$ cat src/rtl/if_stage_pkg.sv
// Shared fetch-stage constants: reset vector default and the 32-bit encoding marker.
package if_stage_pkg;

    localparam logic [31:0] RESET_PC_DEFAULT = 32'h0000_0000;
    localparam logic [1:0]  INST_LEN_32      = 2'b11;

    function automatic logic is_inst32(input logic [1:0] low_bits);
        return low_bits == INST_LEN_32;
    endfunction

endpackage

$ cat src/rtl/fetch_queue.sv
// In-order fetch queue: entries allocated at request, filled at response, popped by decode.
// Pointers carry one extra wrap bit, so alloc >= fill >= pop ordering encodes the filled state.
module fetch_queue #(
    parameter int  DEPTH = 2,
    parameter int  AW    = 32,
    parameter int  IW    = 32,
    localparam int PW    = $clog2(DEPTH)
) (
    input  logic          clk,
    input  logic          rst,
    input  logic          flush,
    input  logic          alloc,
    input  logic [AW-1:0] alloc_pc,
    input  logic          fill,
    input  logic [IW-1:0] fill_inst,
    input  logic          pop,
    output logic [PW:0]   count,
    output logic [PW:0]   unfilled,
    output logic          head_filled,
    output logic [AW-1:0] head_pc,
    output logic [IW-1:0] head_inst
);

    localparam logic [PW:0] PTR_ONE = 1;

    logic [PW:0]   alloc_ptr_q, alloc_ptr_d;
    logic [PW:0]   fill_ptr_q, fill_ptr_d;
    logic [PW:0]   pop_ptr_q, pop_ptr_d;
    logic [AW-1:0] pc_q [DEPTH];
    logic [AW-1:0] pc_d [DEPTH];
    logic [IW-1:0] inst_q [DEPTH];
    logic [IW-1:0] inst_d [DEPTH];

    assign count       = alloc_ptr_q - pop_ptr_q;
    assign unfilled    = alloc_ptr_q - fill_ptr_q;
    assign head_filled = fill_ptr_q != pop_ptr_q;
    assign head_pc     = pc_q[pop_ptr_q[PW-1:0]];
    assign head_inst   = inst_q[pop_ptr_q[PW-1:0]];

    always_comb begin
        alloc_ptr_d = alloc_ptr_q;
        fill_ptr_d  = fill_ptr_q;
        pop_ptr_d   = pop_ptr_q;
        pc_d        = pc_q;
        inst_d      = inst_q;
        if (flush) begin
            alloc_ptr_d = '0;
            fill_ptr_d  = '0;
            pop_ptr_d   = '0;
        end else begin
            if (alloc) begin
                pc_d[alloc_ptr_q[PW-1:0]] = alloc_pc;
                alloc_ptr_d               = alloc_ptr_q + PTR_ONE;
            end
            if (fill) begin
                inst_d[fill_ptr_q[PW-1:0]] = fill_inst;
                fill_ptr_d                 = fill_ptr_q + PTR_ONE;
            end
            if (pop) begin
                pop_ptr_d = pop_ptr_q + PTR_ONE;
            end
        end
    end

    always_ff @(posedge clk) begin
        pc_q   <= pc_d;
        inst_q <= inst_d;
        if (rst) begin
            alloc_ptr_q <= '0;
            fill_ptr_q  <= '0;
            pop_ptr_q   <= '0;
        end else begin
            alloc_ptr_q <= alloc_ptr_d;
            fill_ptr_q  <= fill_ptr_d;
            pop_ptr_q   <= pop_ptr_d;
        end
    end

endmodule

$ cat src/rtl/if_stage.sv
// Instruction-fetch stage: owns the PC, issues in-order word fetches, buffers them for decode,
// and discards responses belonging to requests flushed by a redirect.
module if_stage
    import if_stage_pkg::*;
#(
    parameter int            IW       = 32,
    parameter int            AW       = 32,
    parameter logic [AW-1:0] RESET_PC = AW'(RESET_PC_DEFAULT),
    parameter int            DEPTH    = 2
) (
    input  logic          clk,
    input  logic          rst,
    output logic          imem_req_valid,
    input  logic          imem_req_ready,
    output logic [AW-1:0] imem_req_addr,
    input  logic          imem_rsp_valid,
    input  logic [IW-1:0] imem_rsp_data,
    input  logic          redirect_valid,
    input  logic [AW-1:0] redirect_pc,
    output logic          id_valid,
    input  logic          id_ready,
    output logic [IW-1:0] id_inst,
    output logic [AW-1:0] id_pc,
    output logic          id_inst_err
);

    localparam int            PW        = $clog2(DEPTH);
    localparam int            DW        = 2 * DEPTH;
    localparam logic [PW:0]   DEPTH_CNT = (PW + 1)'(DEPTH);
    localparam logic [AW-1:0] PC_STEP   = AW'(4);
    localparam logic [DW-1:0] DROP_ONE  = 1;

    logic [AW-1:0] pc_q, pc_d;
    logic [DW-1:0] drop_cnt_q, drop_cnt_d;
    logic [DW-1:0] stale;
    logic          boot_q, boot_d;
    logic          live, req_fire, rsp_drop, rsp_fill, pop;
    logic [PW:0]   q_count, q_unfilled;
    logic          q_head_filled;
    logic [AW-1:0] head_pc;
    logic [IW-1:0] head_inst;
    logic          unused_redirect_lsbs;

    // Outputs stay quiet for one cycle after reset so memory and stage leave reset together.
    assign live           = !rst && !boot_q;
    assign imem_req_valid = live && (q_count < DEPTH_CNT) && !redirect_valid;
    assign imem_req_addr  = pc_q;
    assign req_fire       = imem_req_valid && imem_req_ready;
    assign rsp_drop       = imem_rsp_valid && (drop_cnt_q != '0);
    assign rsp_fill       = imem_rsp_valid && (drop_cnt_q == '0) && (q_unfilled != '0) && !redirect_valid;

    assign id_valid    = live && q_head_filled && !redirect_valid;
    assign pop         = id_valid && id_ready;
    assign id_inst     = id_valid ? head_inst : '0;
    assign id_pc       = id_valid ? head_pc : '0;
    assign id_inst_err = id_valid && !is_inst32(head_inst[1:0]);

    assign unused_redirect_lsbs = ^redirect_pc[1:0];

    fetch_queue #(
        .DEPTH (DEPTH),
        .AW    (AW),
        .IW    (IW)
    ) u_queue (
        .clk         (clk),
        .rst         (rst),
        .flush       (redirect_valid),
        .alloc       (req_fire),
        .alloc_pc    (pc_q),
        .fill        (rsp_fill),
        .fill_inst   (imem_rsp_data),
        .pop         (pop),
        .count       (q_count),
        .unfilled    (q_unfilled),
        .head_filled (q_head_filled),
        .head_pc     (head_pc),
        .head_inst   (head_inst)
    );

    always_comb begin
        pc_d       = pc_q;
        drop_cnt_d = drop_cnt_q;
        boot_d     = 1'b0;
        stale      = drop_cnt_q + DW'(q_unfilled);
        if (redirect_valid) begin
            pc_d = {redirect_pc[AW-1:2], 2'b00};
            // A response in the flush cycle retires one outstanding request, stale or live.
            drop_cnt_d = (imem_rsp_valid && (stale != '0)) ? stale - DROP_ONE : stale;
        end else begin
            if (req_fire) begin
                pc_d = pc_q + PC_STEP;
            end
            if (rsp_drop) begin
                drop_cnt_d = drop_cnt_q - DROP_ONE;
            end
        end
    end

    always_ff @(posedge clk) begin
        if (rst) begin
            pc_q       <= RESET_PC;
            drop_cnt_q <= '0;
            boot_q     <= 1'b1;
        end else begin
            pc_q       <= pc_d;
            drop_cnt_q <= drop_cnt_d;
            boot_q     <= boot_d;
        end
    end

endmodule
$ cat config.mk
export PLATFORM = sky130hd
export DESIGN_NAME = if_stage
export DESIGN_NICKNAME = d
export VERILOG_FILES = /design/src/rtl/if_stage_pkg.sv /design/src/rtl/fetch_queue.sv /design/src/rtl/if_stage.sv
export SDC_FILE = /design/constraint.sdc
export NUM_CORES = 1
export LEC_CHECK = 0
export CAP_MARGIN = 20
export CORE_ASPECT_RATIO = 1.75
export CORE_MARGIN = 4
export CORE_UTILIZATION = 28
export DETAILED_ROUTE_END_ITERATION = 8
export HOLD_SLACK_MARGIN = 0.05
export SYNTH_ARGS = -nofsm -noshare
export SYNTH_HDL_FRONTEND = slang
export SYNTH_SLANG_ARGS = --single-unit
$ cat constraint.sdc
create_clock -name clk -period 6.7 [get_ports clk]
set_clock_uncertainty 0.2 [all_clocks]
set_input_delay 1.34 -clock clk [delete_from_list [all_inputs] [get_ports clk]]
set_output_delay 1.34 -clock clk [all_outputs]
set_load 0.005 [all_outputs]
# After elaboration in Yosys (flattened, before gate mapping)
# Cells that the tools add are included.
[classes]
n_reduce_logical = 28
magnitude_cmp = 6
addsub = 9
eq_ne = 2
mux = 20
bitwise = 4
[ops]
columns = ["operator", "count"]
rows = [
  ["2-to-1 mux 32 bit", 12],
  ["bitwise mux 64 bit", 2],
  ["demux 32 bit (select 1 bit)", 2],
  ["adder 32 x 3 -> 32 bit (second input constant)", 1],
  ["logical AND 1 bit", 15],
  ["2-to-1 mux 4 bit", 3],
  ["nonzero test 4 bit", 2],
  ["subtractor 4 x 1 -> 4 bit (second input constant)", 2],
  ["adder 2 x 1 -> 2 bit (second input constant)", 3],
  ["greater-or-equal comparator 2 bit (second input constant)", 3],
  ["inverter 1 -> 2 bit", 3],
  ["nonzero test 2 bit", 3],
  ["adder 4 x 2 -> 4 bit", 1],
  ["logical NOT 1 bit", 4],
  ["logical NOT 4 bit", 1],
  ["less-than comparator 2 x 1 -> 1 bit (second input constant)", 2],
  ["AND reduction 2 bit", 2],
  ["subtractor 2 bit", 2],
  ["== test 2 bit (second input constant)", 1],
  ["less-than comparator 2 bit (second input constant)", 1],
  ["!= test 2 bit", 1],
  ["OR reduction 2 bit", 1],
  ["2-to-1 mux 1 bit", 1],
  ["inverter 1 bit", 1],
]
[word_totals]
output_inout_bits = 99
wordCells = 80
reg_bits = 171
inputBits = 70

# Logic depth before layout (Yosys ltp)
# Gate-level depths: netlist of run 1.
[logic_depth]
ltp_word = 7
ltp_mapped = 12
mapped_depth_nobuf = 12

# Cells and area by module
# From an unflattened synthesis of run 1, not the netlist that was laid out.
[unflattened]
hier_cells = 619
area_unflattened_um2 = 7945.1
[by_module_without_submodules]
columns = ["module", "seq_area_each_um2", "cells_each", "area_per_inst_um2", "n_inst"]
rows = [
  ["fetch_queue", 3963.8, 239, 5071.1, 1],
  ["if_stage", 700.7, 380, 2874.0, 1],
]

# Worst setup path after synthesis of run 1
# No wires, ideal clock.
[synth_timing]
path_kind = "input to register"
from = "input port redirect_valid"
to = "register u_queue.inst_q[32] in the netlist's numbering, enable pin"
t_required_ns = 6.075
path_buffers = 0
setup_time_ns = 0.425
path_slack_ns = 2.632
arrival_ns = 3.443
cell_stages = 3
path_cell_list = "or3_1 -> a211oi_1 -> nor2b_1"
[synth_between]
elab_chain_len = 3
elab_cells_between_ends = 4
cone_classes = "1 x bitwise; 3 x reduce/logical"
[synth_lines]
columns = ["item", "line", "source"]
rows = [
  ["from (decl)", "if_stage.sv:18", "input logic redirect_valid,"],
  ["logical NOT 1 bit", "if_stage.sv:50", "assign rsp_fill = imem_rsp_valid && (drop_cnt_q == '0) && (q_unfilled != '0) && !redirect_valid;"],
  ["logical AND 1 bit", "if_stage.sv:50", ""],
  ["AND reduction 2 bit (no source line) (*)", "--", ""],
  ["to (signal assigned)", "fetch_queue.sv:67", "inst_q <= inst_d;"],
  ["to (decl)", "fetch_queue.sv:31", "logic [IW-1:0] inst_q [DEPTH];"],
]
# Every way passes the cells marked *; elsewhere a longest branch is shown, timed or not.
# A chain may end at the register's enable or synchronous reset.

# Worst setup path in the final report of run 1
[layout_timing]
from = "input port redirect_valid"
to = "output port id_inst_err"
[layout_between]
elab_chain_len = 3
[layout_lines]
columns = ["item", "line", "source"]
rows = [
  ["logical NOT 1 bit", "if_stage.sv:52", "assign id_valid = live && q_head_filled && !redirect_valid;"],
  ["logical AND 1 bit", "if_stage.sv:52", ""],
  ["logical AND 1 bit", "if_stage.sv:56", "assign id_inst_err = id_valid && !is_inst32(head_inst[1:0]);"],
  ["to (decl)", "if_stage.sv:24", "output logic id_inst_err"],
]
# No other way between the ends.

==> results of run 1 <==
[per-stage QoR]
step | cell area (um^2) | util | cells
after floorplan | 7283 | - | 596
final | 9772 | 0.3842 | 1079
after CTS | 9772 | 0.3842 | 1079
after global placement | 9214 | 0.3623 | 1047
after global routing | 9772 | 0.3842 | 1079
after detailed placement | 9214 | 0.3623 | 1047
[final cells by class]
type	instances	area, um^2
Timing Repair Buffer	170	1682
Multi-Input combinational cell	378	2521
Tap cell	316	395.4
Fill cell	2511	15660
Inverter	18	67.56
Sequential cell	165	4548
Clock buffer	17	425.4
Clock inverter	15	132.6
[cells in the mapped netlist (all sizes together) (2+ instances only)]
library cell,instances,area (um^2)
o211ai,3,22.52
or4,8,60.06
o31a,2,17.52
a211oi,9,67.56
o311ai,8,70.07
a21oi,9,45.04
and2,7,43.79
nand2,44,167.7
a32oi,3,26.28
buf,14,83.83
ha,6,75.07
a31oi,12,75.07
nand4,13,93.84
nor4,6,52.55
nor2,90,337.8
a311oi,6,52.55
dfxtp,41,820.8
mux2i,63,630.6
a21o,2,15.01
clkbuf,21,78.83
xnor2,15,138.9
o21ai,10,50.05
xor2,8,70.07
inv,17,63.81
a221oi,2,17.52
and4,3,26.28
and3,5,31.28
or4bb,2,22.52
or3,7,43.79
nor2b,2,12.51
nand3,10,55.05
nor3,5,25.02
edfxtp,124,3724
[power groups by stage]
stage	clock, mW	sequential, mW	combinational [mW]
after floorplan	0	1.16	0.0753
after global placement	0	1.17	0.155
after detailed placement	0	1.17	0.158
after CTS	0.941	1.15	0.159
after global routing	0.987	1.15	0.172
final	0.916	1.15	0.157
[state kept, by name, indices dropped and copies added (netlist names)]
name,flops
u_queue.inst_q,64
u_queue.pc_q,60
imem_req_addr,30
drop_cnt_q,4
u_queue.alloc_ptr_q,2
u_queue.fill_ptr_q,2
u_queue.pop_ptr_q,2
boot_q,1
[worst max path at each step]
stage	start	endpoint	slack (ps)	cells after the start
CTS	redirect_valid	id_inst_err	1520	6
detailed placement	redirect_valid	id_inst_err	1530	6
finish	redirect_valid	id_inst_err	1500	6
floorplan	redirect_valid	u_queue.inst_q[32]$_DFFE_PP_	2630	3
global placement	redirect_valid	id_inst_err	1590	6
global route	redirect_valid	id_inst_err	1460	6
[logic make-up (layout without fill, tap and decap cells)]
kind of cell,count (synthesis),after routing
compound gates,73,73
xor+xnor,24,24
fa+ha+maj,7,7
buf+inv,53,220
flops,165,165
mux,64,64
other cells,1,4
simple gates,206,206
[per-layer routing]
layer	up-vias	part of all wire
li1	2501	-
met1	2570	0.37
met2	130	0.56
met3	29	0.040
met4	0	0.029
met5	-	0
==> impl_results.md, run 1 <==
- GR met3 Demand/Resource: 0.03234
- Dpl ws: 1531 ps
- DR vias: between 5000 and 6000
- Hold_sp: imem_req_addr[18]$_SDFFE_PP0P_
- Reg power frac: 0.517
- Ant. Diodes: 0
- Max frequency: 192.5 MHz
- Hold Path Depth: 0
- Commonest non-fill, non-tap cells in the layout: clkdlybuf4s50_1 (162), edfxtp_1 (124), nor2_1 (89), mux2i_1 (63), nand2_1 (42)
- Run status: complete, no violations
- Crit-path most repeated cell: clkdlybuf4s50_1
- Max stage delay on crit path: slightly above 600 ps
- Synth async-reset ratio: 0
- CP endpoint kind: output port
- Synth Area in Adders: 0.01308
- Clock Path Buffers: 2
- CTS hold repair buffers: 0
- Fin crit period: 5196 ps
- Post-Synth Simple-Gate Area: 0.1380
- Gr busiest metal: met2
- Root buf cell: clkbuf_16
- Int Pwr: approximately 1.7 mW
- Full die area: 0.02871 mm^2
- Met1 usage: 0.1479
- CP Cell Sequence: clkdlybuf4s50_1, nor3_1, nand2_2, buf_4, a311oi_1, clkdlybuf4s50_1
- Die W: 129.8 um
- Hold Crit Class: flop to flop
- Vias in the first global route: 5163
- WP data required: 5160 ps
- Layout area overhead: 34.38%
- Ports: 169
- Setup ws final: 1504 ps
- M2 GR Usage: 0.2617
- GPL Wtd Cong: 0.7978
- Top Family by Delay on Critical Path: buffers and inverters
- Synth Area in Compound Gates: 0.07175
- Period Utilization, post-route: 0.7755
- P_leak: 3.099 nW
- R2R setup slack: ~3200 ps
- # setup viols final: 0
- RR Endpoint: u_queue.pc_q[46]$_DFFE_PP_
- Iteration count of the initial detailed-routing pass: 5
- I/O Buffers: 162
- Synth Register Bits: 165
- Master of the slowest instance on the critical path: nor3_1
- Initial core utilization: 0.2859
- CP max FO: 40
- GRT Total Usage: 0.1408
- Post-synth EDFFs: 124
- Pwr Total: 2.223 mW
- Vias per cell: 4.847
- Final #Nets: roughly 830
- Max-slew violations: 0
- Final hold violation count: 0
- Gr ovfl total: 0
- Final WL: 19.83 mm
- CTS tree: yes
- Predominant post-synthesis flop cell: edfxtp_1
- Setup TNS: 0 ps
- Crit path launch type: input pin
- Synth Instances: between 500 and 600
- CTS buffer count: 17
- Largest net degree at the start of global routing: 42
- Clk sink count: around 170
- Layout cells sized above 1: 0.06422
- Core area: 0.02543 mm^2
- Post-CTS Setup Bufs: 0
- Post-Synth XOR/XNOR Area: 0.03183
- Worst relative slew slack: 0.3277
- Origin of the critical flop-to-flop path: u_queue.pop_ptr_q[0]$_SDFFE_PP0P_
- Main combinational cell family by area after synthesis: simple AND/OR/NAND/NOR gates
- Most common cell after layout, fill and taps aside: clkdlybuf4s50_1
- CP Data Arrival Time: approximately 3700 ps
- Row Count: 77
- Clock Latency Late Sink: 430 ps
- Worst-Margin Slew: around 1000 ps
- Worst reg-to-reg path cell count: 5
- Critical setup path kind: input pin to output port
- Net Sw Power: 506.8 uW
- Post-route DRC: 0
- Buf+Inv Stages, Crit Path: 3
- WHS: 335.0 ps
- Hold EP: u_queue.pc_q[50]$_DFFE_PP_
- Max_cap viols: 0
- Post-synthesis cell area: about 0.0073 mm^2
- Syn avg cell area: 12.26 um^2
- Starting DRT DRC Count: 208
- DPL Wire Length: between 10 and 15 mm
- Mux cell area share after synthesis: 0.08827
- Sw Ratio: 0.2280
- Final ANT Viol Nets: 0
- First-pass GRT wire length: 30.16 mm
- Synth cell types: 57
- RSZ-0062 raised after global routing: no
- Worst vdd ir: 163.4 uV
- Logic pwr share: 0.071
- Chip height: 221.2 um
- Post-DR wirelength/cell: 18.37 um
- Post-CTS sizing: 0
- Ys Warns: 0
- Antenna violations before repair: 0
- Pwr/cell area: 227.5 mW/mm^2
- Clk network pwr share: 0.412
- H-tree depth: 4
- Sequential share of the synthesized area: 0.6249
- Worst-path clk slew: 60 ps
No activity file was read; power rests on OpenSTA's default activity.
==> run 2: changes to the inputs <==
==> constraint.sdc (replaced) <==
create_clock -name clk -period 4.47 [get_ports clk]
set_clock_uncertainty 0.2 [all_clocks]
set_input_delay 0.894 -clock clk [delete_from_list [all_inputs] [get_ports clk]]
set_output_delay 0.894 -clock clk [all_outputs]
set_load 0.005 [all_outputs]
==> run 2 against run 1 <==
Effect of this change:
- combinational power grew 52%
- sequential share of layout area decreased by 0.27 points
- register-to-register slack worse by 2000 ps
- critical endpoint unchanged
- largest cell class unchanged
==> impl_results.md, run 2 (synthesis gave the netlist of run 1 again) <==
- Post-CTS sizing: 0 (unchanged)
- H-tree depth: 4 (unchanged)
- Fin crit period: 3906 ps
- Area of placed instances: 0.009276 mm^2 (was 0.009214 mm^2)
- Worst-Margin Slew: 931.6 ps (was 1007 ps)
- Max frequency: 256.0 MHz
- Setup ws final: 563.6 ps (was 1504 ps)
- Clock Latency Late Sink: 420 ps (was 430 ps)
- WHS: 333.9 ps (was 335.0 ps)
- Final #Nets: 832 (was 827)
- Pwr/cell area: 337.7 mW/mm^2 (was 227.5 mW/mm^2)
- Buf+Inv Stages, Crit Path: 4 (was 3)
- Pwr Total: 3.319 mW (was 2.223 mW)
- Ports: 169 (unchanged)
- Gr ovfl total: 0 (unchanged)
- CP endpoint kind: output port (unchanged)
- Worst reg-to-reg path cell count: 12 (was 5)
- CP Cell Sequence: clkdlybuf4s50_1, nor3_1, buf_4, nand2_2, buf_12, a311oi_1, clkdlybuf4s50_1 (was clkdlybuf4s50_1, nor3_1, nand2_2, buf_4, a311oi_1, clkdlybuf4s50_1)
- Max-slew violations: 0 (unchanged)
- CTS hold repair buffers: 0 (unchanged)
- # setup viols final: 0 (unchanged)
- Hold Path Depth: 0 (unchanged)
- Vias per cell: 4.855 (was 4.847)
- GPL Wtd Cong: 0.8117 (was 0.7978)
- GRT Total Usage: 0.1392 (was 0.1408)
- Worst relative slew slack: 0.3768 (was 0.3277)
- Most common cell after layout, fill and taps aside: clkdlybuf4s50_1 (unchanged)
- Master of the slowest instance on the critical path: clkdlybuf4s50_1 (was nor3_1)
- DPL Wire Length: 14.18 mm (was 14.14 mm)
- Commonest non-fill, non-tap cells in the layout: clkdlybuf4s50_1 (162), edfxtp_1 (124), nor2_1 (89), mux2i_1 (63), nand2_1 (42) (unchanged)
- Logic pwr share: 0.072 (was 0.071)
- CTS buffer count: 17 (unchanged)
- Top Family by Delay on Critical Path: buffers and inverters (unchanged)
- I/O Buffers: 162 (unchanged)
- Final ANT Viol Nets: 0 (unchanged)
- Max_cap viols: 0 (unchanged)
- Iteration count of the initial detailed-routing pass: 7 (was 5)
- Layout area overhead: 35.17% (was 34.38%)
- Final core utilization: 0.3865 (was 0.3842)
- Clk network pwr share: 0.409 (was 0.412)
- WP data required: 3380 ps (was 5160 ps)
- Layout cells sized above 1: 0.06641 (was 0.06422)
- Placed insts: 1052 (was 1047)
- Sw Ratio: 0.2158 (was 0.2280)
- Row Count: 77 (unchanged)
- Clock Path Buffers: 2 (unchanged)
- Crit path launch type: input pin (unchanged)
- Run status: complete, no violations (unchanged)
- CP Data Arrival Time: 2810 ps (was 3660 ps)
- Reg power frac: 0.519 (was 0.517)
- Chip height: 221.2 um (unchanged)
- Period Utilization, post-route: 0.8739
- Clk sink count: 165 (unchanged)
- Post-DR wirelength/cell: 18.25 um (was 18.37 um)
- Worst-path clk slew: 60 ps (about the same)
- Worst vdd ir: 232.3 uV (was 163.4 uV)
- Setup TNS: 0 ps (unchanged)
- Final hold violation count: 0 (unchanged)
- Post-Layout Cell Count: 1086 (was 1079)
- Full die area: 0.02871 mm^2 (unchanged)
- Number of flip-flops in the largest register: 64 (unchanged)
- Reg with most FFs: u_queue.inst_q (unchanged)
- DR vias: 5273 (was 5230)
- Post-route cell area: 0.009829 mm^2 (was 0.009772 mm^2)
- Critical setup path kind: input pin to output port (unchanged)
- CTS tree: yes (unchanged)
- Max stage delay on crit path: 560 ps (was 610 ps)
- Hold Crit Class: flop to flop (unchanged)
- Die W: 129.8 um (unchanged)
- Largest net degree at the start of global routing: 41 (was 42)
- Post-CTS Setup Bufs: 0 (unchanged)
- P_leak: 3.143 nW (was 3.099 nW)
- Root buf cell: clkbuf_16 (unchanged)
- Int Pwr: 2.603 mW (was 1.716 mW)
- Initial core utilization: 0.2859 (unchanged)
- Core area: 0.02543 mm^2 (unchanged)
- CP max FO: 40 (unchanged)
- Starting DRT DRC Count: 291 (was 208)
- Final WL: 19.82 mm (was 19.83 mm)
- Crit-path most repeated cell: clkdlybuf4s50_1 (unchanged)
- Post-route DRC: 0 (unchanged)
- RSZ-0062 raised after global routing: no (unchanged)
- First-pass GRT wire length: 30.02 mm (was 30.16 mm)
- Antenna violations before repair: 2 (was 0)
- Net Sw Power: 716.2 uW (was 506.8 uW)
- Dpl ws: 559.4 ps (was 1531 ps)
- Total stage count of the critical path: 7 (was 6)
- Vias in the first global route: 5188 (was 5163)
run 2: final timing paths:
| check | start | end | slack [ps] |
|---|---|---|---|
| worst max-delay path | redirect_valid | id_inst_err | 560 |
| worst max register to register | u_queue.alloc_ptr_q[0]$_SDFFE_PP0P_ | drop_cnt_q[3]$_SDFFE_PP0P_ | 1190 |
| worst min register to register | imem_req_addr[19]$_SDFFE_PP0P_ | u_queue.pc_q[19]$_DFFE_PP_ | 330 |
| worst min-delay path | imem_req_addr[19]$_SDFFE_PP0P_ | u_queue.pc_q[19]$_DFFE_PP_ | 330 |
run 2: area by class of cell:
cell class                 instances  area, um^2
multi-input combinational        378        2521
clock inverter                     9       78.83
timing repair buffer             175        1744
tap                              316       395.4
sequential                       165        4548
fill                            2483       15610
clock buffer                      23       469.2
inverter                          18       67.56
antenna                            2       5.005
run 2: power groups by stage:
| stage | Sequential, mW | Clock [mW] | Combinational [mW] |
|---|---|---|---|
| 2_1_floorplan | 1.74 | 0 | 0.113 |
| 3_3_place_gp | 1.76 | 0 | 0.234 |
| 3_5_place_dp | 1.76 | 0 | 0.237 |
| 4_1_cts | 1.72 | 1.40 | 0.239 |
| 5_1_grt | 1.73 | 1.46 | 0.259 |
| 6_report | 1.72 | 1.36 | 0.238 |
run 2: per-layer routing:
metal / share of wire / vias to the layer above / global-route usage / routed length [um]
li1: - / 2523 / - / -
met1: 0.37 / 2561 / 0.1520 / 7237
met2: 0.55 / 155 / 0.2472 / 10940
met3: 0.044 / 34 / 0.03065 / 868
met4: 0.039 / 0 / 0.07114 / 770
met5: 0 / - / 0 / 0
